$ cat config.mk
export PLATFORM = sky130hd
export DESIGN_NAME = search_mem_arbiter
export DESIGN_NICKNAME = d
export VERILOG_FILES = /design/src/rtl/search_mem_arbiter_pkg.sv /design/src/rtl/search_mem_arbiter_rr_arbiter.sv /design/src/rtl/search_mem_arbiter.sv
export SDC_FILE = /design/constraint.sdc
export NUM_CORES = 1
export LEC_CHECK = 0
export ABC_AREA = 0
export ABC_CLOCK_PERIOD_IN_PS = 4600
export BUFFER_PORTS_ARGS = -buffer_cell sky130_fd_sc_hd__buf_2
export CAP_MARGIN = 10
export CORE_UTILIZATION = 49
export CTS_CLUSTER_DIAMETER = 80
export CTS_CLUSTER_SIZE = 40
export DETAILED_ROUTE_END_ITERATION = 12
export GPL_TIMING_DRIVEN = 0
export PLACE_DENSITY = 0.8
export SLEW_MARGIN = 20
export SYNTH_ARGS = -nofsm -noshare
export SYNTH_HDL_FRONTEND = slang
export SYNTH_HIERARCHICAL = 1
export SYNTH_SLANG_ARGS = --single-unit
$ cat constraint.sdc
create_clock -name clk -period 4.6 [get_ports clk]
set_input_delay 0.69 -clock clk [delete_from_list [all_inputs] [get_ports clk]]
set_output_delay 0.69 -clock clk [all_outputs]
set_load 0.01 [all_outputs]
$ cat src/rtl/search_mem_arbiter_pkg.sv
// Shared definitions for the search memory arbiter: parameter defaults,
// the one-hot FSM state encoding and a pointer-width helper.
package search_mem_arbiter_pkg;

    localparam int NREQ_DEFAULT = 4;
    localparam int AW_DEFAULT   = 5;
    localparam int DW_DEFAULT   = 8;

    typedef enum logic [2:0] {
        S_IDLE  = 3'b001,
        S_ISSUE = 3'b010,
        S_DRAIN = 3'b100
    } arb_state_e;

    // Width of a requester index; never narrower than one bit.
    function automatic int ptr_width(input int n);
        return (n > 1) ? $clog2(n) : 1;
    endfunction

endpackage

$ cat src/rtl/search_mem_arbiter_rr_arbiter.sv
// Combinational winner selector: rotating priority starting after the
// pointer in round-robin mode, lowest index first in fixed-priority mode.
module rr_arbiter
    import search_mem_arbiter_pkg::*;
#(
    parameter int NREQ = NREQ_DEFAULT,
    parameter int PW   = ptr_width(NREQ)
) (
    input  logic [NREQ-1:0] req_i,
    input  logic [PW-1:0]   ptr_i,
    input  logic            mode_i,
    output logic [NREQ-1:0] winner_o
);

    logic found;
    int   idx;

    // NOTE: every variable assigned here gets a default first so no latch is inferred.
    always_comb begin
        winner_o = '0;
        found    = 1'b0;
        idx      = 0;
        for (int k = 0; k < NREQ; k++) begin
            idx = mode_i ? k : (int'(ptr_i) + 1 + k) % NREQ;
            if (!found && req_i[idx]) begin
                winner_o[idx] = 1'b1;
                found         = 1'b1;
            end
        end
    end

endmodule

$ cat src/rtl/search_mem_arbiter.sv
// Shares one registered-read memory port among NREQ requesters: one grant per
// cycle, optional bus lock, and an in-flight tag that routes returning data.
module search_mem_arbiter
    import search_mem_arbiter_pkg::*;
#(
    parameter int NREQ = NREQ_DEFAULT,
    parameter int AW   = AW_DEFAULT,
    parameter int DW   = DW_DEFAULT
) (
    input  logic             clk,
    input  logic             reset_ni,
    input  logic             mode_i,
    input  logic [NREQ-1:0]  req_i,
    input  logic [NREQ-1:0]  lock_i,
    input  logic [NREQ*AW-1:0] addr_in_i,
    output logic [NREQ-1:0]  gnt_o,
    output logic [NREQ-1:0]  rd_valid_o,
    output logic [DW-1:0]    rd_data_o,
    output logic [AW-1:0]    mem_addr_o,
    input  logic [DW-1:0]    mem_q_i,
    output logic             busy_o
);

    localparam int PW = ptr_width(NREQ);

    arb_state_e      state_q, state_d;
    logic [PW-1:0]   ptr_q;
    logic [NREQ-1:0] gnt_q;
    logic            tag_vld_q;
    logic [PW-1:0]   tag_q;
    logic [NREQ-1:0] rd_valid_q;
    logic [AW-1:0]   mem_addr_q;
    logic            owner_vld_q;
    logic [PW-1:0]   owner_q;
    logic            busy_q;

    logic [NREQ-1:0] arb_win;
    logic [NREQ-1:0] gnt_d;
    logic [PW-1:0]   gnt_idx;
    logic [AW-1:0]   addr_sel;
    logic            any_req;
    logic            lock_hit;
    logic            any_gnt;

    rr_arbiter #(
        .NREQ (NREQ),
        .PW   (PW)
    ) u_rr_arbiter (
        .req_i    (req_i),
        .ptr_i    (ptr_q),
        .mode_i   (mode_i),
        .winner_o (arb_win)
    );

    always_comb begin
        any_req  = |req_i;
        lock_hit = owner_vld_q && req_i[owner_q] && lock_i[owner_q];
        gnt_d    = '0;
        gnt_idx  = '0;
        // A locked owner that still requests keeps the port, in either mode.
        if (lock_hit) begin
            gnt_d[owner_q] = 1'b1;
        end else begin
            gnt_d = arb_win;
        end
        for (int i = 0; i < NREQ; i++) begin
            if (gnt_d[i]) begin
                gnt_idx = PW'(i);
            end
        end
        any_gnt  = |gnt_d;
        addr_sel = addr_in_i[gnt_idx*AW +: AW];

        case (state_q)
            S_IDLE:  state_d = any_req ? S_ISSUE : S_IDLE;
            S_ISSUE: state_d = any_req ? S_ISSUE : S_DRAIN;
            S_DRAIN: state_d = any_req ? S_ISSUE : S_IDLE;
            default: state_d = S_IDLE;
        endcase
    end

    // NOTE: sequential state uses non-blocking assignments so every register
    // samples the pre-edge values regardless of statement order.
    always_ff @(posedge clk) begin
        if (!reset_ni) begin
            state_q     <= S_IDLE;
            ptr_q       <= PW'(NREQ - 1);
            gnt_q       <= '0;
            tag_vld_q   <= 1'b0;
            tag_q       <= '0;
            rd_valid_q  <= '0;
            mem_addr_q  <= '0;
            owner_vld_q <= 1'b0;
            owner_q     <= '0;
            busy_q      <= 1'b0;
        end else begin
            state_q     <= state_d;
            busy_q      <= (state_d != S_IDLE);
            gnt_q       <= gnt_d;
            tag_vld_q   <= any_gnt;
            owner_vld_q <= any_gnt;

            rd_valid_q <= '0;
            if (tag_vld_q) begin
                rd_valid_q[tag_q] <= 1'b1;
            end

            if (any_gnt) begin
                tag_q      <= gnt_idx;
                owner_q    <= gnt_idx;
                mem_addr_q <= addr_sel;
            end

            // Only a genuine round-robin win moves the pointer.
            if (any_gnt && !lock_hit && !mode_i) begin
                ptr_q <= gnt_idx;
            end
        end
    end

    assign gnt_o      = gnt_q;
    assign rd_valid_o = rd_valid_q;
    assign mem_addr_o = mem_addr_q;
    assign busy_o     = busy_q;
    assign rd_data_o  = (|rd_valid_q) ? mem_q_i : '0;

endmodule

---- Word-level counts from Yosys, hierarchy flattened ----
Cells that the tools add are included.
cells by class
  reduce and logical (&&, ||, !) cells .... 26
  muxes and demuxes ....................... 45
  multiply operators ...................... 1
  divide/modulo/power cells ............... 0
  equality and inequality tests ........... 4
  magnitude comparators ................... 10
  shift-type cells ........................ 1
  bitwise logic cells ..................... 7
  add/subtract/negate cells ............... 4
operators with widths
  kind                                                   number
  >= comparator 32 x 1 -> 1 bit (second input constant)  4
  < comparator 32 x 4 -> 1 bit (second input constant)   4
  2-to-1 mux 32 bit                                      4
  adder 32 x 3 -> 32 bit (second input constant)         2
  adder 32 x 2 -> 32 bit (second input constant)         1
  2-to-1 mux 4 bit                                       5
  variable part select 20 x 6 -> 5 bit                   1
  2-to-1 mux 1 bit                                       19
  binary-select mux 1 bit (select 2 bit)                 6
  logical AND 1 bit                                      12
  OR 4 bit                                               3
  OR reduction 4 bit                                     3
  demux 1 bit (select 2 bit)                             5
  OR reduction 2 bit                                     5
  2-to-1 mux 8 bit                                       1
  2-to-1 mux 2 bit                                       3
  case mux 3 bit (2 select lines)                        1
  logical NOT 1 bit                                      5
  multiplier 2 x 3 -> 5 bit (second input constant)      1
  adder 2 x 1 -> 3 bit (second input constant)           1
  bitwise AND 1 bit                                      3
  equality test 3 x 1 -> 1 bit (second input constant)   1
  equality test 3 x 2 -> 1 bit (second input constant)   1
  equality test 3 bit (second input constant)            1
  6 further kinds                                        6
storage, ports and cells
  latch bits .............................. 0
  output and inout port bits .............. 22
  memory bits (writable) .................. 0
  register bits ........................... 22
  memory bits (read-only) ................. 0
  memories kept ........................... 0
  word-level logic and storage cells ...... 106

---- Longest topological paths before layout ----
  word-level depth ........................ 23
  gate-level depth with buffers ........... 11
  gate-level depth less buffers ........... 9

---- Hierarchy ----
Netlist, hierarchy kept.
by module, submodules not included
  module              cells an instance  seq. area each (um^2)  area each (um^2)  times used
  search_mem_arbiter  173                440.4                  1381.3            1
  rr_arbiter          35                 0.0                    232.7             1

---- Worst setup path after synthesis ----
No wires, ideal clock.
  kind .................................... input to register
  start point ............................. input port req_i[2]
  end point ............................... register ptr_q[0]
  stages on the path ...................... 10
  path buffers ............................ 1
  arrival time ............................ 2.494 ns
  setup slack ............................. 2.011 ns
  cells stage by stage .................... buf_4 nor4b_2 a31o_1 a311oi_2 o31ai_2 or2_2 nor3_1 a21boi_2 o21ai_0 o311ai_1
on the way
  cells in the longest elaborated chain, start to end .. 17
  elaborated cells on any way between the ends .. 40
  those cells by class .................... mux (25); bitwise (3); reduce/logical (12)
ends and longest elaborated chain
  item                                                 line                                 RTL
  from (decl)                                          search_mem_arbiter.sv:13             input logic [NREQ-1:0] req_i,
  binary-select mux 1 bit (select 2 bit)               search_mem_arbiter_rr_arbiter.sv:25  if (!found && req_i[idx]) begin
  2-to-1 mux 1 bit (implied by the code) (2 in a row)  search_mem_arbiter_rr_arbiter.sv:25
  2-to-1 mux 1 bit                                     search_mem_arbiter_rr_arbiter.sv:25
  logical NOT 1 bit                                    search_mem_arbiter_rr_arbiter.sv:25
  logical AND 1 bit                                    search_mem_arbiter_rr_arbiter.sv:25
  2-to-1 mux 1 bit                                     search_mem_arbiter_rr_arbiter.sv:25
  logical NOT 1 bit                                    search_mem_arbiter_rr_arbiter.sv:25
  logical AND 1 bit                                    search_mem_arbiter_rr_arbiter.sv:25
  2-to-1 mux 1 bit                                     search_mem_arbiter_rr_arbiter.sv:25
  logical NOT 1 bit                                    search_mem_arbiter_rr_arbiter.sv:25
  logical AND 1 bit                                    search_mem_arbiter_rr_arbiter.sv:25
  2-to-1 mux 4 bit *                                   search_mem_arbiter_rr_arbiter.sv:25
  named net arb_win[2]                                 search_mem_arbiter.sv:37             logic [NREQ-1:0] arb_win;
  2-to-1 mux 4 bit *                                   search_mem_arbiter.sv:61             if (lock_hit) begin
  OR reduction 4 bit                                   search_mem_arbiter.sv:71             any_gnt = |gnt_d;
  logical AND 1 bit (2 in a row)                       search_mem_arbiter.sv:115            if (any_gnt && !lock_hit && !mode_i) begin
  to (signal assigned)                                 search_mem_arbiter.sv:87             ptr_q <= PW'(NREQ - 1);
  to (signal assigned)                                 search_mem_arbiter.sv:116            ptr_q <= gnt_idx;
  to (decl)                                            search_mem_arbiter.sv:27             logic [PW-1:0] ptr_q;
The timed path passes the listed nets; every way through them passes the cells marked *. The select of a mux whose other input is x is not followed.
A chain may end at the register's enable or synchronous reset.

---- Worst setup path in the final report ----
  start point ............................. input port mode_i
  end point ............................... register mem_addr_q[2], in the netlist mem_addr_o[2]
on the way
  cells in the longest elaborated chain, start to end .. 20
  elaborated cells on any way between the ends .. 59
  those cells by class .................... mul (1); order compare (8); shift (1); mux (35); bitwise (3); reduce/logical (11)
ends and longest elaborated chain
  item                                                                                    line                                 RTL
  from (decl)                                                                             search_mem_arbiter.sv:12             input logic mode_i,
  parallel branches: the longest is 13 deep, another holds >= comparator 32 x 1 -> 1 bit  --
  2-to-1 mux 4 bit *                                                                      search_mem_arbiter_rr_arbiter.sv:25
  named net arb_win[1]                                                                    search_mem_arbiter.sv:37
  2-to-1 mux 4 bit *                                                                      search_mem_arbiter.sv:61
  2-to-1 mux 1 bit                                                                        search_mem_arbiter.sv:67             if (gnt_d[i]) begin
  2-to-1 mux 2 bit (2 in a row)                                                           search_mem_arbiter.sv:67
  multiplier 2 x 3 -> 5 bit                                                               search_mem_arbiter.sv:72             addr_sel = addr_in_i[gnt_idx*AW +: AW];
  variable part select 20 x 6 -> 5 bit                                                    search_mem_arbiter.sv:72
  to (signal assigned)                                                                    search_mem_arbiter.sv:111            mem_addr_q <= addr_sel;
  to (decl)                                                                               search_mem_arbiter.sv:32             logic [AW-1:0] mem_addr_q;
Mark *: on every way through the listed nets, which the timed path passes. The select of a mux whose other input is x is not followed.

==> impl_metrics.yaml <==
worst_setup_path:
  crit_arrival_ns: 3.07
  required_ns: 4.81
  critPathKind: "primary input to flop"
  critPathCaptureType: "flop"
  cp_max_fo: 10
  r2r_cells: 9
  critPathLaunchType: "primary input"
floorplanning:
  fp.dieH_um: 59.4
  rows: 20
  coreArea_sq_um: 3080
  fp.dieW_um: 59.4
  start_util_pct: 52.4
  ios: 61
  dieArea_sq_um: 3530
clocking:
  clock-sinks: 22
  cts_resized: 0
  clock-root-buffer: "clkbuf_4"
  cts_hold_buf: 0
  cts_buffers: 3
  clockBufferDepth: 2
  cts_tree: "done"
  clock_latency_ns: 0.33
  clk_pin_slew_ns: 0.13
  htree_levels: 1
  cts_setup_buffers: 0
timing:
  layout_setup_ws_ns: 1.74
  slew-limit-headroom_pct: 43.9
  final.setup.tns_ns: 0
  slew_viol_final: 0
  period_needed_ns: 2.86
  period_share_pct: 62.2
  rsz0062_at_grt: "false"
  clock_skew_ns: 0.0106
  setup_viol: 0
  hold_viol_final: 0
  worst_pin_slew_ns: 0.833
  timing.fmax_mhz: 349
synth:
  synth.distinct_cells: 55
  synthesis.area_sq_um: 1610
  synth.avg_cell_area_sq_um: 7.76
  synthCells: 208
  yosysTopAreaCellShare_pct: 27.3
  yosysWarnings: 6
  synthTopCellsByArea: "dfxtp_1 27%, o21ai_0 8.4%, a311oi_1 5.4%, nor2b_1 5.0%, nand2_1 3.5%"
  ys_seq_area_share_pct: 27.3
  synth_seq_cells: 22
  syn-num-nets: 247
  synth_largest_area_cell: "dfxtp_1"
drt:
  vias: 1794
  dr_wl_met2_um: 1900
  dr.pass1.iters: 4
  wl_per_cell_um: 13.2
  drt_iter0_drc: 158
  top_layer_used: "met4"
  avgViaCountPerCell: 5.70
  wl_met1_um: 1940
  ant_nets: 0
  routed_wl_um: 4150
  drc: 0
  wl_met3_um: 287
power_and_ir_drop:
  power.leakage_nw: 0.891
  power_density_nw_per_um2: 337
  peakVddDrop_uv: 327
finish:
  register_area_sq_um: 440
  layout.nets: 311
  insertedDiodeCount: 0
  nFillCells: 289
  multi_input_area_sq_um: 1030
  syn_to_final_growth_pct: 25.3
  drive_above_1_share_pct: 33.2
global_route:
  grt_usage_pct: 25.1
  grt_pass1_vias: 1572
  antenna_found_initial: 0
  grt_start_max_net_pins: 14
  grt_pass1_wl_um: 6800
  grt_overflow: 0
placement:
  post-place-ws_ns: 1.49
  gp_congestion: 0.870
  place_hpwl_um: 3140
  numPortBuffers: 59
worst_hold_path:
  hold_depth: 2
  hold_path.class: "flop to flop"
run:
  cap_violations: 0
outcome:
  status: "completed"
flip-flops by register name (all words and copies together) (netlist names):
name,flops
busy_o,1
gnt_o,4
mem_addr_o,5
owner_q,2
owner_vld_q,1
ptr_q,2
rd_valid_o,4
state_q,3
critical path: stages:
cell and delay [ns]:
buf_2 0.12, buf_6 0.13, nor2_1 0.31, o21ai_0 0.11
o21ai_0 0.17, buf_2 0.25, inv_1 0.08, nor4_1 0.72
a211oi_1 0.11, o22ai_1 0.25, a31oi_1 0.12
per-layer routing:
layer / vias up / global-route usage [%]
met1: 825 / 34.7
met2: 55 / 40.4
met3: 5 / 4.59
li1: 909 / -
met4: 0 / 5.78
met5: - / 0
cell families after synthesis:
kind of cell    count (synthesis)  synth area share (%)
simple gates                   72                  25.7
flops                          22                  27.3
buf+inv                        27                  8.99
mux                             2                  1.24
compound gates                 85                  36.7
layout by cell type (no fill, tap or decap), types with 2 or more instances in the layout:
cell type  instances
a21boi_0           3
and3_1             5
buf_4              4
a21oi_1            7
nor2_1             7
a311oi_1          10
o22ai_1            6
nor3b_1            2
clkbuf_1           2
and2_1             3
nor3_1             6
nand2_1           15
buf_2             63
mux2i_1            2
o21ai_0           27
a211oi_1           7
a31oi_1            5
o21ai_1            2
clkbuf_4           3
o31ai_1            2
buf_6              3
inv_1             12
nor2b_1           13
nand3_1            3
dfxtp_1           22
nor4_1             3
nand2b_1           3
worst paths after layout:
| kind | start | endpoint | slack (ns) |
|---|---|---|---|
| setup / recovery | mode_i | mem_addr_o[2]$_SDFFE_PN0P_ | 1.74 |
| hold reg to reg | ptr_q[1]$_SDFFE_PN1P_ | ptr_q[1]$_SDFFE_PN1P_ | 0.50 |
| hold / removal | ptr_q[1]$_SDFFE_PN1P_ | ptr_q[1]$_SDFFE_PN1P_ | 0.50 |
| setup reg to reg | ptr_q[0]$_SDFFE_PN1P_ | mem_addr_o[2]$_SDFFE_PN0P_ | 1.93 |
Yosys cell counts, drive strengths merged:
cell type / instances
a21oi: 8
nand3b: 1
buf: 11
and3b: 1
nand2b: 3
or3: 1
a31o: 1
a21boi: 4
inv: 13
o211ai: 2
or2: 2
o31ai: 3
or4: 1
o2bb2ai: 1
o21a: 1
nor4b: 2
nand4: 1
o211a: 1
clkbuf: 3
o311ai: 1
o22ai: 6
nor2: 7
o21ai: 29
nand3: 3
a211o: 1
a31oi: 5
a311oi: 11
a22oi: 1
a211oi: 8
nand2: 15
nor3b: 2
a21o: 1
a2bb2oi: 1
mux2i: 2
nor4: 4
dfxtp: 22
and3: 6
nor3: 6
and2: 3
nor2b: 13
or2b: 1
power breakdown:
| group | leakage, nW | switching [mW] | internal, mW |
|---|---|---|---|
| Sequential | 0.182 | 0.0179 | 0.219 |
| Combinational | 0.682 | 0.169 | 0.122 |
| Clock | 0.0279 | 0.0645 | 0.0882 |
through the flow:
step           power, mW  hold slack (ns)  util, %  std cells  instance area (sq um)
2_1_floorplan      0.441            0.443        -        208                   1610
3_3_place_gp       0.524            0.464     63.8        311                   1960
3_5_place_dp       0.527            0.477     63.8        311                   1960
4_1_cts            0.680            0.510     65.5        315                   2020
5_1_grt            0.730            0.521     65.7        315                   2020
6_report           0.681            0.500     65.7        315                   2020
final cells by class:
cell class | count | share of cell area [%]
Multi-Input combinational cell | 159 | 51.1
Sequential cell | 22 | 21.8
Timing Repair Buffer | 59 | 14.6
Buffer | 14 | 4.76
Tap cell | 44 | 2.72
Inverter | 13 | 2.41
Clock inverter | 1 | 1.48
Clock buffer | 3 | 1.11
No activity file was read; power rests on OpenSTA's default activity.
